$ cat src/rtl/fractal_sync_mp_rf_ctrl.sv
// rtl/fractal_sync_mp_rf_ctrl.sv - request front-end for the fractal sync multi-port RF
package fractal_sync_pkg;
  localparam int unsigned SD_WIDTH = 2;
endpackage

module fractal_sync_mp_rf_ctrl #(
  parameter  int unsigned N_PORTS   = 2,
  parameter  int unsigned N_REGS    = 2,
  parameter  int unsigned IDX_WIDTH = 1,
  localparam int unsigned SD_WIDTH  = fractal_sync_pkg::SD_WIDTH
) (
  input  logic                 clk_i,
  input  logic                 rst_ni,
  input  logic                 req_valid_i    [N_PORTS],
  output logic                 req_ready_o    [N_PORTS],
  input  logic                 req_set_i      [N_PORTS],
  input  logic [IDX_WIDTH-1:0] req_idx_i      [N_PORTS],
  input  logic [SD_WIDTH-1:0]  req_sd_i       [N_PORTS],
  output logic                 rsp_valid_o    [N_PORTS],
  input  logic                 rsp_ready_i    [N_PORTS],
  output logic [IDX_WIDTH-1:0] rsp_idx_o      [N_PORTS],
  output logic [SD_WIDTH-1:0]  rsp_sd_o       [N_PORTS],
  output logic                 rf_check_o     [N_PORTS],
  output logic                 rf_set_o       [N_PORTS],
  output logic                 rf_idx_valid_o [N_PORTS],
  output logic [IDX_WIDTH-1:0] rf_idx_o       [N_PORTS],
  output logic [SD_WIDTH-1:0]  rf_sd_o        [N_PORTS],
  input  logic                 rf_present_i   [N_PORTS],
  input  logic [SD_WIDTH-1:0]  rf_sd_i        [N_PORTS]
);

  localparam int unsigned REG_IDX_WIDTH = (N_REGS > 1) ? $clog2(N_REGS) : 1;
  localparam int unsigned RR_WIDTH      = $clog2(N_PORTS);

  if (N_PORTS < 2) begin : g_ports_check
    $fatal(1, "fractal_sync_mp_rf_ctrl: N_PORTS must be at least 2");
  end
  if ((2 ** IDX_WIDTH) < N_REGS) begin : g_idx_check
    $fatal(1, "fractal_sync_mp_rf_ctrl: IDX_WIDTH too narrow for N_REGS");
  end

  typedef enum logic {EMPTY, PEND} buf_state_e;

  buf_state_e           state_q     [N_PORTS];
  logic                 set_q       [N_PORTS];
  logic [IDX_WIDTH-1:0] idx_q       [N_PORTS];
  logic [SD_WIDTH-1:0]  sd_q        [N_PORTS];
  logic                 rsp_valid_q [N_PORTS];
  logic [IDX_WIDTH-1:0] rsp_idx_q   [N_PORTS];
  logic [SD_WIDTH-1:0]  rsp_sd_q    [N_PORTS];
  logic [RR_WIDTH-1:0]  rr_q;

  logic eligible  [N_PORTS];
  logic issue     [N_PORTS];
  logic req_ready [N_PORTS];
  logic conflict;

  // Distance of a port from the round-robin pointer; smaller wins a conflict.
  function automatic int unsigned rr_pos(input int unsigned p, input logic [RR_WIDTH-1:0] rr);
    return (p + N_PORTS - 32'(rr)) % N_PORTS;
  endfunction

  // A check is held back while its response slot cannot accept a completion.
  always_comb begin
    for (int unsigned p = 0; p < N_PORTS; p++) begin
      eligible[p] = (state_q[p] == PEND) &&
                    (set_q[p] || !rsp_valid_q[p] || rsp_ready_i[p]);
    end
  end

  always_comb begin
    conflict = 1'b0;
    for (int unsigned p = 0; p < N_PORTS; p++) begin
      issue[p] = eligible[p];
      for (int unsigned q = 0; q < N_PORTS; q++) begin
        if (q != p && eligible[p] && eligible[q] &&
            idx_q[p][REG_IDX_WIDTH-1:0] == idx_q[q][REG_IDX_WIDTH-1:0]) begin
          conflict = 1'b1;
          if (rr_pos(q, rr_q) < rr_pos(p, rr_q)) issue[p] = 1'b0;
        end
      end
    end
  end

  always_comb begin
    for (int unsigned p = 0; p < N_PORTS; p++) begin
      req_ready[p]      = (state_q[p] == EMPTY) || issue[p];
      req_ready_o[p]    = req_ready[p];
      rf_idx_valid_o[p] = issue[p];
      rf_check_o[p]     = issue[p] && !set_q[p];
      rf_set_o[p]       = issue[p] && set_q[p];
      rf_idx_o[p]       = (state_q[p] == PEND) ? idx_q[p] : '0;
      rf_sd_o[p]        = (state_q[p] == PEND) ? sd_q[p] : '0;
      rsp_valid_o[p]    = rsp_valid_q[p];
      rsp_idx_o[p]      = rsp_idx_q[p];
      rsp_sd_o[p]       = rsp_sd_q[p];
    end
  end

  always_ff @(posedge clk_i or negedge rst_ni) begin
    if (!rst_ni) begin
      for (int unsigned p = 0; p < N_PORTS; p++) begin
        state_q[p]     <= EMPTY;
        set_q[p]       <= 1'b0;
        idx_q[p]       <= '0;
        sd_q[p]        <= '0;
        rsp_valid_q[p] <= 1'b0;
        rsp_idx_q[p]   <= '0;
        rsp_sd_q[p]    <= '0;
      end
      rr_q <= '0;
    end else begin
      for (int unsigned p = 0; p < N_PORTS; p++) begin
        if (req_valid_i[p] && req_ready[p]) begin
          state_q[p] <= PEND;
          set_q[p]   <= req_set_i[p];
          idx_q[p]   <= req_idx_i[p];
          sd_q[p]    <= req_sd_i[p];
        end else if (issue[p]) begin
          state_q[p] <= EMPTY;
        end
        // A completing check overrides a same-cycle drain of the slot.
        if (issue[p] && !set_q[p] && rf_present_i[p]) begin
          rsp_valid_q[p] <= 1'b1;
          rsp_idx_q[p]   <= idx_q[p];
          rsp_sd_q[p]    <= rf_sd_i[p] | sd_q[p];
        end else if (rsp_valid_q[p] && rsp_ready_i[p]) begin
          rsp_valid_q[p] <= 1'b0;
        end
      end
      if (conflict) begin
        rr_q <= (rr_q == RR_WIDTH'(N_PORTS - 1)) ? '0 : rr_q + 1'b1;
      end
    end
  end

endmodule

$ cat config.mk
export PLATFORM = sky130hd
export DESIGN_NAME = fractal_sync_mp_rf_ctrl
export DESIGN_NICKNAME = d
export VERILOG_FILES = /design/src/rtl/fractal_sync_mp_rf_ctrl.sv
export SDC_FILE = /design/constraint.sdc
export NUM_CORES = 1
export LEC_CHECK = 0
export ABC_AREA = 1
export CAP_MARGIN = 40
export CORE_MARGIN = 2
export CORE_UTILIZATION = 35
export DETAILED_ROUTE_END_ITERATION = 7
export GPL_TIMING_DRIVEN = 0
export PLACE_DENSITY = 0.77
export SLEW_MARGIN = 20
export SYNTH_ARGS = -nofsm -noshare
export SYNTH_HDL_FRONTEND = slang
export SYNTH_SLANG_ARGS = --single-unit
export TNS_END_PERCENT = 5
$ cat constraint.sdc
create_clock -name clk_i -period 1.9 [get_ports clk_i]
set_clock_uncertainty 0.2 [all_clocks]
set_input_delay 0.38 -clock clk_i [delete_from_list [all_inputs] [get_ports clk_i]]
set_output_delay 0.38 -clock clk_i [all_outputs]
set_load 0.02 [all_outputs]
* Word-level counts from Yosys, hierarchy flattened
Cells that the tools add are included.
** Operators by class
- Add/sub/neg operators :: 3
- Multiply operators :: 0
- Divide/modulo/power cells :: 0
- $lt $le $gt $ge :: 2
- Equality and inequality tests :: 2
- Shift-type cells :: 0
- Multiplexer cells :: 19
- Bitwise gates (word level) :: 4
- Reductions and logical operators :: 29
** Operators by type and width (count)
- $mux W1 :: 17
- $logic_and A1 B1 Y1 :: 15
- $reduce_bool A2 Y1 :: 4
- $logic_or A1 B1 Y1 :: 6
- $logic_not A1 Y1 :: 4
- $mux W2 :: 2
- $or A2 B2 Y2 :: 2
- $eq A1 B1 Y1 :: 2
- $lt A1 B1 Y1 :: 2
- $not A1 Y1 :: 2
- $sub A1 B1 Y1 const A :: 2
- $add A1 B1 Y1 const B :: 1
** Storage, ports and cells
- Register bits after elaboration :: 19
- Latch bits :: 0
- RAM bits :: 0
- Bits in read-only memories :: 0
- Bits of input ports :: 20
- Output and inout port bits :: 22
- Logic and storage cells :: 74
- Memories :: 0

* Longest topological paths before layout
Gate-level depths: netlist (run 1).
- Depth after elaboration :: 10
- Mapped depth :: 9

* Worst setup path after synthesis (run 1)
Ideal clock, no wire load.
- Kind :: register -> output
- Start :: reg rsp_valid_q, in the netlist rsp_valid_o[1]
- End :: out rf_check_o[1] (netlist name)
- Arrival :: 1414 ps
- Required time :: 1320 ps
- Path slack :: -94 ps
- Cell stages (with the launch flop) :: 8
- Path buffers :: 0
- Path through :: dfrtp_1 nand3_2 nand2_1 nor2_4 nand3_2 nand2_2 inv_1 nor2_1
** RTL lines
- from (decl) :: line 48 : logic rsp_valid_q [N_PORTS];
- from (signal, indexed assignment) :: line 107 : rsp_valid_q[p] <= 1'b0;
- from (signal, indexed assignment) :: line 124 : rsp_valid_q[p] <= 1'b1;
- from (signal, indexed assignment) :: line 128 : rsp_valid_q[p] <= 1'b0;
- to (decl) :: line 23 : output logic rf_check_o [N_PORTS],

==> out/results.md, run 1 <==
| Quantity | Reported | Unit |
|:---|:---|:---|
| Reported net switching power | 1.56 | mW |
| Maximum clock insertion buffer count | 2 | - |
| Total CTS buffers | 3 | - |
| Critical Path Source Type | flop | - |
| Nature of the critical path endpoint | output port | - |
| Filler Cells Inserted | 244 | - |
| Part of the cycle the worst path needs | 115 | % |
| Top cell type's share of synthesized area | 47.1 | % |
| Antenna-violating nets left | 0 | - |
| Gr usage total | 16.1 | % |
| Most area-consuming cells after synthesis | sky130_fd_sc_hd__dfrtp_1 47%, sky130_fd_sc_hd__nand2_1 17%, sky130_fd_sc_hd__nand3_1 5.9%, sky130_fd_sc_hd__inv_1 4.8%, sky130_fd_sc_hd__nand2_4 3.3% | - |
| Die Span X | 57.7 | um |
| Register-to-Register Setup Slack | 0.21 | ns |
| Post-detailed-route DRC marker count | 0 | - |
| YS warnings | 0 | - |
| Maximum number of pins on one net before global-route repair | 20 | - |
| Number of DRC markers after the initial detailed-route iteration | 29 | - |
| Finished Core Util | 59.6 | % |
| Per-cell via count in the routed design | 4.68 | - |
| Leak | 0.876 | nW |
| Setup repair after global routing missed its margin | yes | - |
| Most area-hungry cell type in the Yosys netlist | sky130_fd_sc_hd__dfrtp_1 | - |
| Synthesized netlist net count | 142 | - |
| Most repeated library cell on the critical path | sky130_fd_sc_hd__nand2_4 | - |
| Port Buffers | 41 | - |
| Hold WC Path Type | input port to asynchronous set/reset pin | - |
| Headroom to the max-slew limit | 79.5 | % |
| Clock latency on the worst-skew pair | 0.30 | ns |
| Gate family responsible for the most delay along the worst path | simple AND/OR/NAND/NOR gates | - |
| Number of antenna violations at the first check in global routing | 0 | - |
| Number of library cell types mapped by synthesis | 18 | - |
| Count of final max-slew check failures | 0 | - |
| Average wire length per cell after detail routing | 12.5 | um |
| Total congestion overflow after global routing | 0 | - |
| Starting Density | 36.6 | % |
| Proportion of power drawn by flip-flops and latches | 25.0 | % |
| Post-synth design cell area | 1010 | sq um |
| Crit-path cells | inv_2 > nand2_2 > nand2_4 > nor2_4 > nand3_4 > nand2_4 > inv_4 > nor2_2 > buf_6 | - |
| Slowest stage cell on the critical path | sky130_fd_sc_hd__dfrtp_1 | - |
| Peak Freq | 457 | MHz |
| Per-instance average area after synthesis | 8.28 | sq um |
| Net Sw Frac | 48.5 | % |
| Total chip power | 3.22 | mW |
| Sequential cell area | 480 | sq um |
| Top flip-flop cell by instance count after synthesis | sky130_fd_sc_hd__dfrtp_1 | - |
| Maximum fanout along the worst path | 3 | - |
| Clock tree from TritonCTS | built | - |
| Type of the worst setup path | flop to output port | - |
| Design internal power | 1.66 | mW |
| Violations in the final reports | setup timing | - |
| Root buffer cell | sky130_fd_sc_hd__clkbuf_4 | - |
| Non-Filler Instances | 214 | - |
| Slew at the pin with the worst max-slew slack | 0.307 | ns |
| Die extent in y | 57.7 | um |
| Part of the power in the clock network | 6.5 | % |
| Fraction of layout instances using a drive strength above 1 | 37.2 | % |
| Post-synth EDFFs | 0 | - |
| Layout overhead on the synthesized area | 62.7 | % |
| Worst endpoint required time | 1.32 | ns |
| Die outline area | 3330 | sq um |
| Gp weighted congestion | 0.793 | - |
| Post-synthesis cell count | 122 | - |
| First element of the critical path | idx_q[0]$_DFFE_PN0P_ | - |
| Logic gate share of total power | 68.5 | % |
| I/O pin count | 42 | - |
| Core Area | 2760 | sq um |
| Proportion of synthesized flip-flops having asynchronous set or reset | 100 | % |
| Top cells by instance count after synthesis | 45 x sky130_fd_sc_hd__nand2_1, 19 x sky130_fd_sc_hd__dfrtp_1, 13 x sky130_fd_sc_hd__inv_1 | - |
| Area used by multi-input combinational logic | 504 | sq um |
| Seq/Total Area, Yosys | 47.1 | % |
| Clock transition time at the flip-flop clock pins of the worst setup and hold paths | 0.11 | ns |
| Total wire length | 2670 | um |
| Via count of the first global-routing pass | 979 | - |
| Number of buffers inserted by hold repair at cts | 0 | - |
| Clock Sinks | 19 | - |
| Antenna Cells | 0 | - |
| Endpoint of the worst-slack reg-to-reg timing path | idx_q[0]$_DFFE_PN0P_ | - |
| Total buffers and inverters traversed by the critical path | 3 | - |
| Crit path arrival time | 1.61 | ns |
| Min cycle time layout | 2.19 | ns |
| Worst stage delay on the critical path | 0.41 | ns |
| Count of max-cap constraint violations | 0 | - |
| Setup violation total in the final timing report | 9 | - |
| Nets@finish | 204 | - |
| Critical path depth in cells | 9 | - |
| R2r worst-path depth | 10 | - |
| Post-route worst setup slack | -0.286 | ns |
| Library cell with the highest instance count after synthesis | sky130_fd_sc_hd__nand2_1 | - |
| Clock H-tree levels | 1 | - |
| Register bit count reported by yosys | 19 | - |
| Detail Placement HPWL | 1790 | um |
| Endpoint of the most critical setup path | rf_check_o[1] | - |
| Drt pass-1 iters | 4 | - |
| Hold violation count in the final report | 0 | - |
| Launch point of the worst reg-to-reg path | idx_q[0]$_DFFE_PN0P_ | - |
| IR Drop Worst-Case VDD | 0.984 | mV |
| Power density over the cells | 1960 | nW/um^2 |
| Result of the run | finished with violations | - |
| Row count | 19 | - |
| Number of cells after detailed placement | 194 | - |
| Global-route wire length before repair | 4250 | um |
| Total number of vias | 1002 | - |
worst reg2reg max path, stage by stage, from the launching register on:
cell and delay, ns:
sky130_fd_sc_hd__dfrtp_1 0.41, sky130_fd_sc_hd__buf_4 0.13, sky130_fd_sc_hd__nand2_1 0.05, sky130_fd_sc_hd__nand2_2 0.07, sky130_fd_sc_hd__nand3_2 0.09, sky130_fd_sc_hd__o21ai_4 0.24
sky130_fd_sc_hd__nand2_4 0.08, sky130_fd_sc_hd__buf_4 0.16, sky130_fd_sc_hd__nand2_4 0.07, sky130_fd_sc_hd__nand2_1 0.06, sky130_fd_sc_hd__nand2_1 0.06
cells by family after synthesis:
family / count (synthesis) / synth area share [%]
AOI/OAI and AO/OA: 4 / 4.21
and+or+nand+nor: 82 / 42.3
buffers and inverters: 17 / 6.44
DFF: 19 / 47.1
power by group through the flow:
| stage | Combinational, mW | Sequential (mW) | Clock, mW |
|---|---|---|---|
| 5_1_grt | 2.39 | 0.832 | 0.231 |
| 3_3_place_gp | 1.79 | 0.804 | 0 |
| 4_1_cts | 1.98 | 0.789 | 0.206 |
| 6_report | 2.21 | 0.806 | 0.210 |
| 3_5_place_dp | 1.83 | 0.823 | 0 |
| 2_1_floorplan | 1.04 | 0.872 | 0 |
per-layer routing:
metal	wire [um]	global-route usage (%)	part of all wire [%]	up-vias
met5	0	0	0	-
met4	30	5.65	1.1	0
met3	97	2.46	3.6	4
met2	1440	28.1	54	19
met1	1100	20.3	41	476
li1	-	-	-	503
repair_timing:
item                                    CTS  global route
setup buffers                             8             7
endpoints found under the setup margin   15            12
endpoints found under the hold margin     0             0
pin swaps                                 8             7
gates resized for setup                  61            17
state kept, by name, summed over array words and instances, names as in the netlist:
signal	flops
state_q	2
idx_q	2
rsp_sd_o	4
sd_q	4
rsp_idx_o	2
rr_q	1
rsp_valid_o	2
set_q	2
how the worst min path moves through the flow:
stage	endpoint	slack, ns	start
5_1_grt	rsp_sd_o[1]$_DFFE_PN0P_	0.12	rst_ni
4_1_cts	rsp_valid_o[0]$_DFFE_PN0P_	0.19	rsp_ready_i[0]
2_1_floorplan	idx_q[0]$_DFFE_PN0P_	-0.12	rst_ni
3_5_place_dp	rsp_sd_o[0]$_DFFE_PN0P_	0.27	rsp_sd_o[0]$_DFFE_PN0P_
3_3_place_gp	rsp_sd_o[1]$_DFFE_PN0P_	0.26	rsp_sd_o[1]$_DFFE_PN0P_
6_report	rsp_sd_o[0]$_DFFE_PN0P_	0.12	rst_ni
final cells by class:
cell class / instances / area share (%)
clock buffer: 3 / 1.37
clock inverter: 1 / 0.305
inverter: 17 / 4.34
multi-input combinational: 86 / 30.7
sequential: 19 / 29.2
tap: 31 / 2.36
timing repair buffer: 57 / 31.7
stage by stage:
step	hold slack (ns)	area, sq um	setup slack [ns]	TNS, ns
floorplan	-0.116	1010	-0.0268	-0.0536
finish	0.120	1640	-0.286	-1.77
CTS	0.188	1560	-0.245	-1.54
detailed placement	0.265	1460	-0.926	-6.56
global placement	0.258	1460	-0.861	-6.00
global route	0.123	1640	-0.360	-2.55
cells in the final DEF, fill, tap and decap left out, types with 2 or more instances in the layout:
master | netlist | final
sky130_fd_sc_hd__or2_2 | 4 | 4
sky130_fd_sc_hd__nand3_1 | 12 | 12
sky130_fd_sc_hd__buf_4 | 0 | 15
sky130_fd_sc_hd__clkdlybuf4s50_1 | 0 | 23
sky130_fd_sc_hd__o21ai_4 | 2 | 2
sky130_fd_sc_hd__nand2_4 | 3 | 5
sky130_fd_sc_hd__nand3_4 | 1 | 2
sky130_fd_sc_hd__nand2_2 | 4 | 7
sky130_fd_sc_hd__dlygate4sd2_1 | 0 | 6
sky130_fd_sc_hd__buf_6 | 0 | 6
sky130_fd_sc_hd__nor2_2 | 0 | 2
sky130_fd_sc_hd__nand2_1 | 45 | 40
sky130_fd_sc_hd__buf_2 | 0 | 3
sky130_fd_sc_hd__dfrtp_1 | 19 | 15
sky130_fd_sc_hd__nor2_4 | 2 | 2
sky130_fd_sc_hd__nand3_2 | 3 | 2
sky130_fd_sc_hd__nand4_1 | 4 | 4
sky130_fd_sc_hd__inv_2 | 3 | 6
sky130_fd_sc_hd__clkbuf_4 | 0 | 3
sky130_fd_sc_hd__dfrtp_2 | 0 | 4
sky130_fd_sc_hd__inv_1 | 13 | 9
Power figures use the tool's default switching activity.
==> run 2, diff against run 1 <==
--- a/config.mk
+++ b/config.mk
@@ -8,10 +8,10 @@
 export ABC_AREA = 1
 export CAP_MARGIN = 40
 export CORE_MARGIN = 2
-export CORE_UTILIZATION = 35
+export CORE_UTILIZATION = 42
 export DETAILED_ROUTE_END_ITERATION = 7
 export GPL_TIMING_DRIVEN = 0
-export PLACE_DENSITY = 0.77
+export PLACE_DENSITY = 0.88
 export SLEW_MARGIN = 20
 export SYNTH_ARGS = -nofsm -noshare
 export SYNTH_HDL_FRONTEND = slang
==> run 2 against run 1 <==
Effect of this change: the run still ends with setup timing left; count of clock-buffer cells in the layout is the same; register-to-register slack worse by 0.16 ns; setup slack got worse by 0.056 ns; maximum frequency down 2.5%; sequential power grew 2.6%; non-clock buffer count is 2 lower; final area fell by 0.69%; clock power increased by 2%; final cell count down 2.3%; via count shrank 0.80%; critical path type unchanged; largest cell class unchanged; largest power group unchanged; highest routed layer unchanged.
==> out/results.md, run 2 (same netlist as run 1, synthesis figures left out) <==
| Quantity | Reported | Unit | Change |
|:---|:---|:---|:---|
| Launch point of the worst reg-to-reg path | set_q[0]$_DFFE_PN0P_ | - | was idx_q[0]$_DFFE_PN0P_ |
| Critical Path Source Type | flop | - | unchanged |
| Worst slack on hold paths | 0.126 | ns | was 0.120 ns |
| Clock Sinks | 19 | - | unchanged |
| Count of final max-slew check failures | 0 | - | unchanged |
| Worst stage delay on the critical path | 0.45 | ns | was 0.41 ns |
| Maximum clock insertion buffer count | 2 | - | unchanged |
| Violations in the final reports | setup timing | - | unchanged |
| Per-cell via count in the routed design | 4.76 | - | was 4.68 |
| Global-route wire length before repair | 3720 | um | was 4250 um |
| Core Area | 2230 | sq um | was 2760 sq um |
| Number of buffers inserted by hold repair at cts | 0 | - | unchanged |
| Nets@finish | 202 | - | was 204 |
| Maximum number of pins on one net before global-route repair | 20 | - | unchanged |
| Total CTS buffers | 3 | - | unchanged |
| Clock transition time at the flip-flop clock pins of the worst setup and hold paths | 0.12 | ns | was 0.11 ns |
| Row count | 17 | - | was 19 |
| Commonest cells after routing, fill and taps aside | 42 x sky130_fd_sc_hd__nand2_1, 20 x sky130_fd_sc_hd__clkdlybuf4s50_1, 15 x sky130_fd_sc_hd__dfrtp_1 | - | was 40 x sky130_fd_sc_hd__nand2_1, 23 x sky130_fd_sc_hd__clkdlybuf4s50_1, 15 x sky130_fd_sc_hd__dfrtp_1, 15 x sky130_fd_sc_hd__buf_4, 12 x sky130_fd_sc_hd__nand3_1 |
| Starting Density | 45.2 | % | was 36.6% |
| Die extent in y | 53.0 | um | was 57.7 um |
| Antenna-violating nets left | 0 | - | unchanged |
| Proportion of power drawn by flip-flops and latches | 25.9 | % | was 25.0% |
| Hold WC Path Type | input port to asynchronous set/reset pin | - | unchanged |
| Crit-path cells | inv_2 > nand3b_1 > nand2_2 > clkinv_4 > nand3_4 > nand2_4 > buf_6 > buf_6 | - | was inv_2 > nand2_2 > nand2_4 > nor2_4 > nand3_4 > nand2_4 > inv_4 > nor2_2 > buf_6 |
| Total chip power | 3.19 | mW | was 3.22 mW |
| Root buffer cell | sky130_fd_sc_hd__clkbuf_4 | - | unchanged |
| IR Drop Worst-Case VDD | 1.05 | mV | was 0.984 mV |
| Fraction of layout instances using a drive strength above 1 | 34.8 | % | was 37.2% |
| Die outline area | 2810 | sq um | was 3330 sq um |
| Total cell area at the placement stage | 1460 | sq um | about the same |
| I/O pin count | 42 | - | unchanged |
| Min cycle time layout | 2.24 | ns | was 2.19 ns |
| Most repeated library cell on the critical path | sky130_fd_sc_hd__buf_6 | - | was sky130_fd_sc_hd__nand2_4 |
| Headroom to the max-slew limit | 76.3 | % | was 79.5% |
| Part of the cycle the worst path needs | 118 | % | was 115% |
| Power density over the cells | 1950 | nW/um^2 | was 1960 nW/um^2 |
| First element of the critical path | set_q[0]$_DFFE_PN0P_ | - | was idx_q[0]$_DFFE_PN0P_ |
| Slew at the pin with the worst max-slew slack | 0.355 | ns | was 0.307 ns |
| Layout overhead on the synthesized area | 61.6 | % | was 62.7% |
| Peak Freq | 446 | MHz | was 457 MHz |
| Worst endpoint required time | 1.32 | ns | about the same |
| Final Cell Area | 1630 | sq um | was 1640 sq um |
| Number of antenna violations at the first check in global routing | 0 | - | unchanged |
| Gr usage total | 18.3 | % | was 16.1% |
| Part of the power in the clock network | 6.7 | % | was 6.5% |
| Type of the worst setup path | flop to output port | - | unchanged |
| Antenna Cells | 0 | - | unchanged |
| Die Span X | 53.0 | um | was 57.7 um |
| Total wire length | 2500 | um | was 2670 um |
| Total buffers and inverters traversed by the critical path | 4 | - | was 3 |
| Result of the run | finished with violations | - | unchanged |
| Post-route worst setup slack | -0.342 | ns | was -0.286 ns |
| Via count of the first global-routing pass | 904 | - | was 979 |
| Post-detailed-route DRC marker count | 0 | - | unchanged |
| Net Sw Frac | 48.7 | % | was 48.5% |
| Nature of the critical path endpoint | output port | - | unchanged |
| Port Buffers | 41 | - | unchanged |
| Commonest non-fill, non-tap cell in the layout | sky130_fd_sc_hd__nand2_1 | - | unchanged |
| Clock latency on the worst-skew pair | 0.31 | ns | was 0.30 ns |
| Clock H-tree levels | 1 | - | unchanged |
| Gp weighted congestion | 0.796 | - | was 0.793 |
| Setup violation total in the final timing report | 8 | - | was 9 |
| Gate family responsible for the most delay along the worst path | simple AND/OR/NAND/NOR gates | - | unchanged |
| Slowest stage cell on the critical path | sky130_fd_sc_hd__dfrtp_1 | - | unchanged |
| Setup_tns | -2.34 | ns | was -1.77 ns |
| Logic gate share of total power | 67.4 | % | was 68.5% |
| Count of max-cap constraint violations | 0 | - | unchanged |
| Maximum fanout along the worst path | 4 | - | was 3 |
| Setup repair after global routing missed its margin | yes | - | unchanged |
| Drt pass-1 iters | 4 | - | unchanged |
| Number of DRC markers after the initial detailed-route iteration | 15 | - | was 29 |
| Reported net switching power | 1.55 | mW | was 1.56 mW |
| Leak | 0.907 | nW | was 0.876 nW |
| Total congestion overflow after global routing | 0 | - | unchanged |
| Filler Cells Inserted | 165 | - | was 244 |
| Design internal power | 1.63 | mW | was 1.66 mW |
| Average wire length per cell after detail routing | 12.0 | um | was 12.5 um |
| Worst setup slack before clock tree synthesis | -0.911 | ns | was -0.926 ns |
| Hold violation count in the final report | 0 | - | unchanged |
| Detail Placement HPWL | 1720 | um | was 1790 um |
| Total number of vias | 994 | - | was 1002 |
| Crit path arrival time | 1.66 | ns | was 1.61 ns |
| Clock tree from TritonCTS | built | - | unchanged |
-- run 2: layout make-up --
cell class                 count  area [sq um]  area share, %
timing repair buffer          55           513           31.4
multi-input combinational     86           504           30.9
sequential                    19           480           29.4
inverter                      17          71.3           4.37
tap                           28          35.0           2.15
clock buffer                   3          22.5           1.38
clock inverter                 1          5.00          0.307
-- run 2: stage by stage --
stage / utilization (%) / std cells
after CTS: 68.2 / 201
after floorplan: - / 122
after global placement: 65.4 / 191
final: 73.1 / 209
after global routing: 73.1 / 209
after detailed placement: 65.4 / 191
-- run 2: worst paths after layout --
kind / endpoint / slack (ns) / cells after the start
max in group asynchronous: state_q[1]$_DFFE_PN0P_ / 0.94 / 2
min in group clk_i: rsp_valid_o[0]$_DFFE_PN0P_ / 0.19 / 2
hold / removal: rsp_valid_o[1]$_DFFE_PN0P_ / 0.13 / 1
hold reg to reg: rsp_sd_o[0]$_DFFE_PN0P_ / 0.29 / 2
setup reg to reg: rsp_sd_o[2]$_DFFE_PN0P_ / 0.05 / 10
setup / recovery: rf_idx_valid_o[1] / -0.34 / 8
-- run 2: timing repair --
action / 4_1_cts / 5_1_grt
pin swaps: 4 / 7
hold endpoints to repair: 0 / 0
setup buffers: 6 / 7
resized for setup: 52 / 24
setup endpoints to repair: 15 / 13
-- run 2: power by group through the flow --
stage                     sequential, mW  combinational (mW)  clock [mW]
final                              0.827                2.15       0.214
after global routing               0.854                2.33       0.233
after CTS                          0.806                1.87       0.209
after detailed placement           0.820                1.83           0
after global placement             0.803                1.78           0
after floorplan                    0.872                1.04           0
-- run 2: worst register-to-register path: cells and delay by family, from the launching register on --
| kind | cells | cell delay, ns |
|---|---|---|
| flip-flops | 1 | 0.45 |
| buffers and inverters | 4 | 0.44 |
| AND/OR/NAND/NOR | 6 | 0.67 |
-- run 2: metal layers --
layer | track usage, % | share of wire, %
met1 | 20.8 | 41
met2 | 33.3 | 52
met3 | 2.82 | 5.1
met4 | 8.12 | 1.7
met5 | 0 | 0
==> run 3, diff against run 2 <==
--- a/config.mk
+++ b/config.mk
@@ -5,13 +5,12 @@
 export SDC_FILE = /design/constraint.sdc
 export NUM_CORES = 1
 export LEC_CHECK = 0
-export ABC_AREA = 1
 export CAP_MARGIN = 40
 export CORE_MARGIN = 2
-export CORE_UTILIZATION = 42
+export CORE_UTILIZATION = 41
 export DETAILED_ROUTE_END_ITERATION = 7
 export GPL_TIMING_DRIVEN = 0
-export PLACE_DENSITY = 0.88
+export PLACE_DENSITY = 0.87
 export SLEW_MARGIN = 20
 export SYNTH_ARGS = -nofsm -noshare
 export SYNTH_HDL_FRONTEND = slang
==> run 3 against run 2 <==
Effect of this change: the run still ends with setup timing left; setup slack lost 0.11 ns; critical endpoint is now rf_idx_valid_o[0]; sequential power shrank 16%; clock power shrank 3%; core utilization shrank 3.4 points; area after synthesis shrank 4.2%; largest power group unchanged; global-route usage grew 1.0 points; non-clock buffer count shrank 2.
==> out/results.md, run 3 <==
| Quantity | Reported | Unit | Change |
|:---|:---|:---|:---|
| Post-detailed-route DRC marker count | 0 | - | unchanged |
| Clock latency on the worst-skew pair | 0.30 | ns | was 0.31 ns |
| Gr usage total | 19.3 | % | was 18.3% |
| Worst setup slack before clock tree synthesis | -1.04 | ns | was -0.911 ns |
| Die Span X | 52.6 | um | was 53.0 um |
| Commonest cells after routing, fill and taps aside | 18 x sky130_fd_sc_hd__clkdlybuf4s50_1, 17 x sky130_fd_sc_hd__dfrtp_1, 11 x sky130_fd_sc_hd__buf_4 | - | was 42 x sky130_fd_sc_hd__nand2_1, 20 x sky130_fd_sc_hd__clkdlybuf4s50_1, 15 x sky130_fd_sc_hd__dfrtp_1 |
| Register bit count reported by yosys | 19 | - | unchanged |
| Slew at the pin with the worst max-slew slack | 0.450 | ns | was 0.355 ns |
| Setup violation total in the final timing report | 21 | - | was 8 |
| Antenna Cells | 0 | - | unchanged |
| Total CTS buffers | 3 | - | unchanged |
| Core Area | 2210 | sq um | was 2230 sq um |
| Antenna-violating nets left | 0 | - | unchanged |
| Count of final max-slew check failures | 0 | - | unchanged |
| Headroom to the max-slew limit | 69.9 | % | was 76.3% |
| Filler Cells Inserted | 170 | - | was 165 |
| Post-route worst setup slack | -0.451 | ns | was -0.342 ns |
| Clock Sinks | 19 | - | unchanged |
| Starting Density | 43.7 | % | was 45.2% |
| Hold violation count in the final report | 0 | - | unchanged |
| Most area-consuming cells after synthesis | sky130_fd_sc_hd__dfrtp_1 49%, sky130_fd_sc_hd__mux2_2 10%, sky130_fd_sc_hd__and2_1 3.9%, sky130_fd_sc_hd__inv_1 3.5%, sky130_fd_sc_hd__nor2_1 2.7% | - | was sky130_fd_sc_hd__dfrtp_1 47%, sky130_fd_sc_hd__nand2_1 17%, sky130_fd_sc_hd__nand3_1 5.9%, sky130_fd_sc_hd__inv_1 4.8%, sky130_fd_sc_hd__nand2_4 3.3% |
| Per-instance average area after synthesis | 11.1 | sq um | was 8.28 sq um |
| Most area-hungry cell type in the Yosys netlist | sky130_fd_sc_hd__dfrtp_1 | - | unchanged |
| Nature of the critical path endpoint | output port | - | unchanged |
| Top flip-flop cell by instance count after synthesis | sky130_fd_sc_hd__dfrtp_1 | - | unchanged |
| Port Buffers | 41 | - | unchanged |
| Count of max-cap constraint violations | 0 | - | unchanged |
| Average wire length per cell after detail routing | 13.9 | um | was 12.0 um |
| IR Drop Worst-Case VDD | 1.05 | mV | about the same |
| Violations in the final reports | setup timing | - | unchanged |
| Seq/Total Area, Yosys | 49.2 | % | was 47.1% |
| Maximum clock insertion buffer count | 2 | - | unchanged |
| Top cells by instance count after synthesis | 19 x sky130_fd_sc_hd__dfrtp_1, 9 x sky130_fd_sc_hd__inv_1, 9 x sky130_fd_sc_hd__mux2_2 | - | was 45 x sky130_fd_sc_hd__nand2_1, 19 x sky130_fd_sc_hd__dfrtp_1, 13 x sky130_fd_sc_hd__inv_1 |
| Library cell with the highest instance count after synthesis | sky130_fd_sc_hd__dfrtp_1 | - | was sky130_fd_sc_hd__nand2_1 |
| Die extent in y | 52.6 | um | was 53.0 um |
| Register-to-Register Setup Slack | -0.34 | ns | was 0.05 ns |
| Result of the run | finished with violations | - | unchanged |
| Final Cell Area | 1540 | sq um | was 1630 sq um |
| Power density over the cells | 1530 | nW/um^2 | was 1950 nW/um^2 |
| Hold WC Path Type | input port to asynchronous set/reset pin | - | unchanged |
| Clock transition time at the flip-flop clock pins of the worst setup and hold paths | 0.11 | ns | was 0.12 ns |
| Total wire length | 2360 | um | was 2500 um |
| I/O pin count | 42 | - | unchanged |
| Maximum fanout along the worst path | 4 | - | unchanged |
| Number of DRC markers after the initial detailed-route iteration | 10 | - | was 15 |
| Root buffer cell | sky130_fd_sc_hd__clkbuf_4 | - | unchanged |
| Via count of the first global-routing pass | 867 | - | was 904 |
| Setup repair after global routing missed its margin | yes | - | unchanged |
| Total congestion overflow after global routing | 0 | - | unchanged |
| Total chip power | 2.35 | mW | was 3.19 mW |
| Fraction of layout instances using a drive strength above 1 | 41.5 | % | was 34.8% |
| Min cycle time layout | 2.35 | ns | was 2.24 ns |
| Synthesized netlist net count | 107 | - | was 142 |
| Leak | 0.778 | nW | was 0.907 nW |
| Gp weighted congestion | 0.761 | - | was 0.796 |
| Die outline area | 2760 | sq um | was 2810 sq um |
| Post-synth design cell area | 967 | sq um | was 1010 sq um |
| Post-synthesis cell count | 87 | - | was 122 |
| Global-route wire length before repair | 3810 | um | was 3720 um |
| Clock tree from TritonCTS | built | - | unchanged |
| Total number of vias | 868 | - | was 994 |
| Crit path arrival time | 1.77 | ns | was 1.66 ns |
| Worst endpoint required time | 1.32 | ns | about the same |
| Detail Placement HPWL | 1680 | um | was 1720 um |
| Per-cell via count in the routed design | 5.11 | - | was 4.76 |
| Maximum number of pins on one net before global-route repair | 20 | - | unchanged |
| Top cell type's share of synthesized area | 49.2 | % | was 47.1% |
| Drt pass-1 iters | 4 | - | unchanged |
| Part of the cycle the worst path needs | 124 | % | was 118% |
| Total cell area at the placement stage | 1420 | sq um | was 1460 sq um |
| Commonest non-fill, non-tap cell in the layout | sky130_fd_sc_hd__clkdlybuf4s50_1 | - | was sky130_fd_sc_hd__nand2_1 |
| Critical Path Source Type | flop | - | unchanged |
| Layout overhead on the synthesized area | 59.2 | % | was 61.6% |
| YS warnings | 0 | - | unchanged |
| Proportion of synthesized flip-flops having asynchronous set or reset | 100 | % | unchanged |
| Clock H-tree levels | 1 | - | unchanged |
| Peak Freq | 425 | MHz | was 446 MHz |
| Nets@finish | 163 | - | was 202 |
| Post-synth EDFFs | 0 | - | unchanged |
| Row count | 17 | - | unchanged |
| Number of antenna violations at the first check in global routing | 0 | - | unchanged |
| Number of library cell types mapped by synthesis | 29 | - | was 18 |
| Type of the worst setup path | flop to output port | - | unchanged |
-- run 3: metrics by stage --
stage / hold WS [ns] / std cells / setup TNS (ns) / util [%]
finish: 0.0745 / 170 / -5.18 / 69.6
detailed placement: 0.299 / 156 / -16.15 / 64.4
floorplan: -0.116 / 87 / -1.31 / -
CTS: 0.211 / 168 / -5.78 / 69.2
global route: 0.0657 / 170 / -6.98 / 69.6
global placement: 0.280 / 156 / -15.05 / 64.4
-- run 3: power breakdown --
part,switching (mW),total [mW],internal [mW]
clock,0.129,0.208,0.0785
sequential,0.124,0.697,0.573
combinational,0.742,1.45,0.708
total,0.995,2.35,1.36
-- run 3: path summary, 6_finish.rpt --
check                                               from                         end  cells after the start
worst max-delay path                idx_q[0]$_DFFE_PN0P_           rf_idx_valid_o[0]                      5
min in group clk_i                        rsp_ready_i[1]  rsp_valid_o[1]$_DFFE_PN0P_                      2
worst min register to register  rsp_idx_o[1]$_DFFE_PN0P_    rsp_idx_o[1]$_DFFE_PN0P_                      1
max in group asynchronous                         rst_ni        set_q[0]$_DFFE_PN0P_                      2
worst max register to register      idx_q[0]$_DFFE_PN0P_        set_q[0]$_DFFE_PN0P_                      5
worst min-delay path                              rst_ni     rsp_sd_o[3]$_DFFE_PN0P_                      1
-- run 3: routing by layer --
layer / global-route usage [%] / up-vias / share of wire, %
met5: 0 / - / 0
met4: 8.55 / 0 / 2.2
met3: 4.86 / 7 / 4.6
met2: 31.7 / 28 / 50
met1: 23.8 / 431 / 43
li1: - / 402 / -
-- run 3: area by class of cell --
type                       instances  area, sq um  share of cell area (%)
multi-input combinational         57          498                    32.3
tap                               28         35.0                    2.27
clock buffer                       3         22.5                    1.46
sequential                        19          478                    31.0
clock inverter                     1         5.00                   0.325
buffer                             2         15.0                   0.975
timing repair buffer              51          453                    29.4
inverter                           9         33.8                    2.19
-- run 3: repair_timing --
item | CTS | global route
resized for setup | 64 | 16
hold buffers | 0 | 0
setup endpoints to repair | 26 | 35
buffers inserted | 8 | 1
pin swaps | 4 | 2
cloned | 0 | 0
-- run 3: kinds of logic (layout without fill, tap and decap cells) --
kind of cell / after synthesis / after routing / synth area share [%]
buffers and inverters: 11 / 66 / 4.66
AO/OA/AOI/OAI: 11 / 11 / 8.92
flip-flops: 19 / 19 / 49.2
AND/OR/NAND/NOR: 32 / 32 / 21.3
multiplexers: 12 / 12 / 14.1
XOR/XNOR: 2 / 2 / 1.81
-- run 3: worst max-delay path, stage by stage, from the launching register on --
cell and delay [ns]:
sky130_fd_sc_hd__dfrtp_1 0.42, sky130_fd_sc_hd__xor2_2 0.21, sky130_fd_sc_hd__or4b_4 0.54, sky130_fd_sc_hd__nand3_4 0.12, sky130_fd_sc_hd__inv_1 0.04, sky130_fd_sc_hd__buf_2 0.15
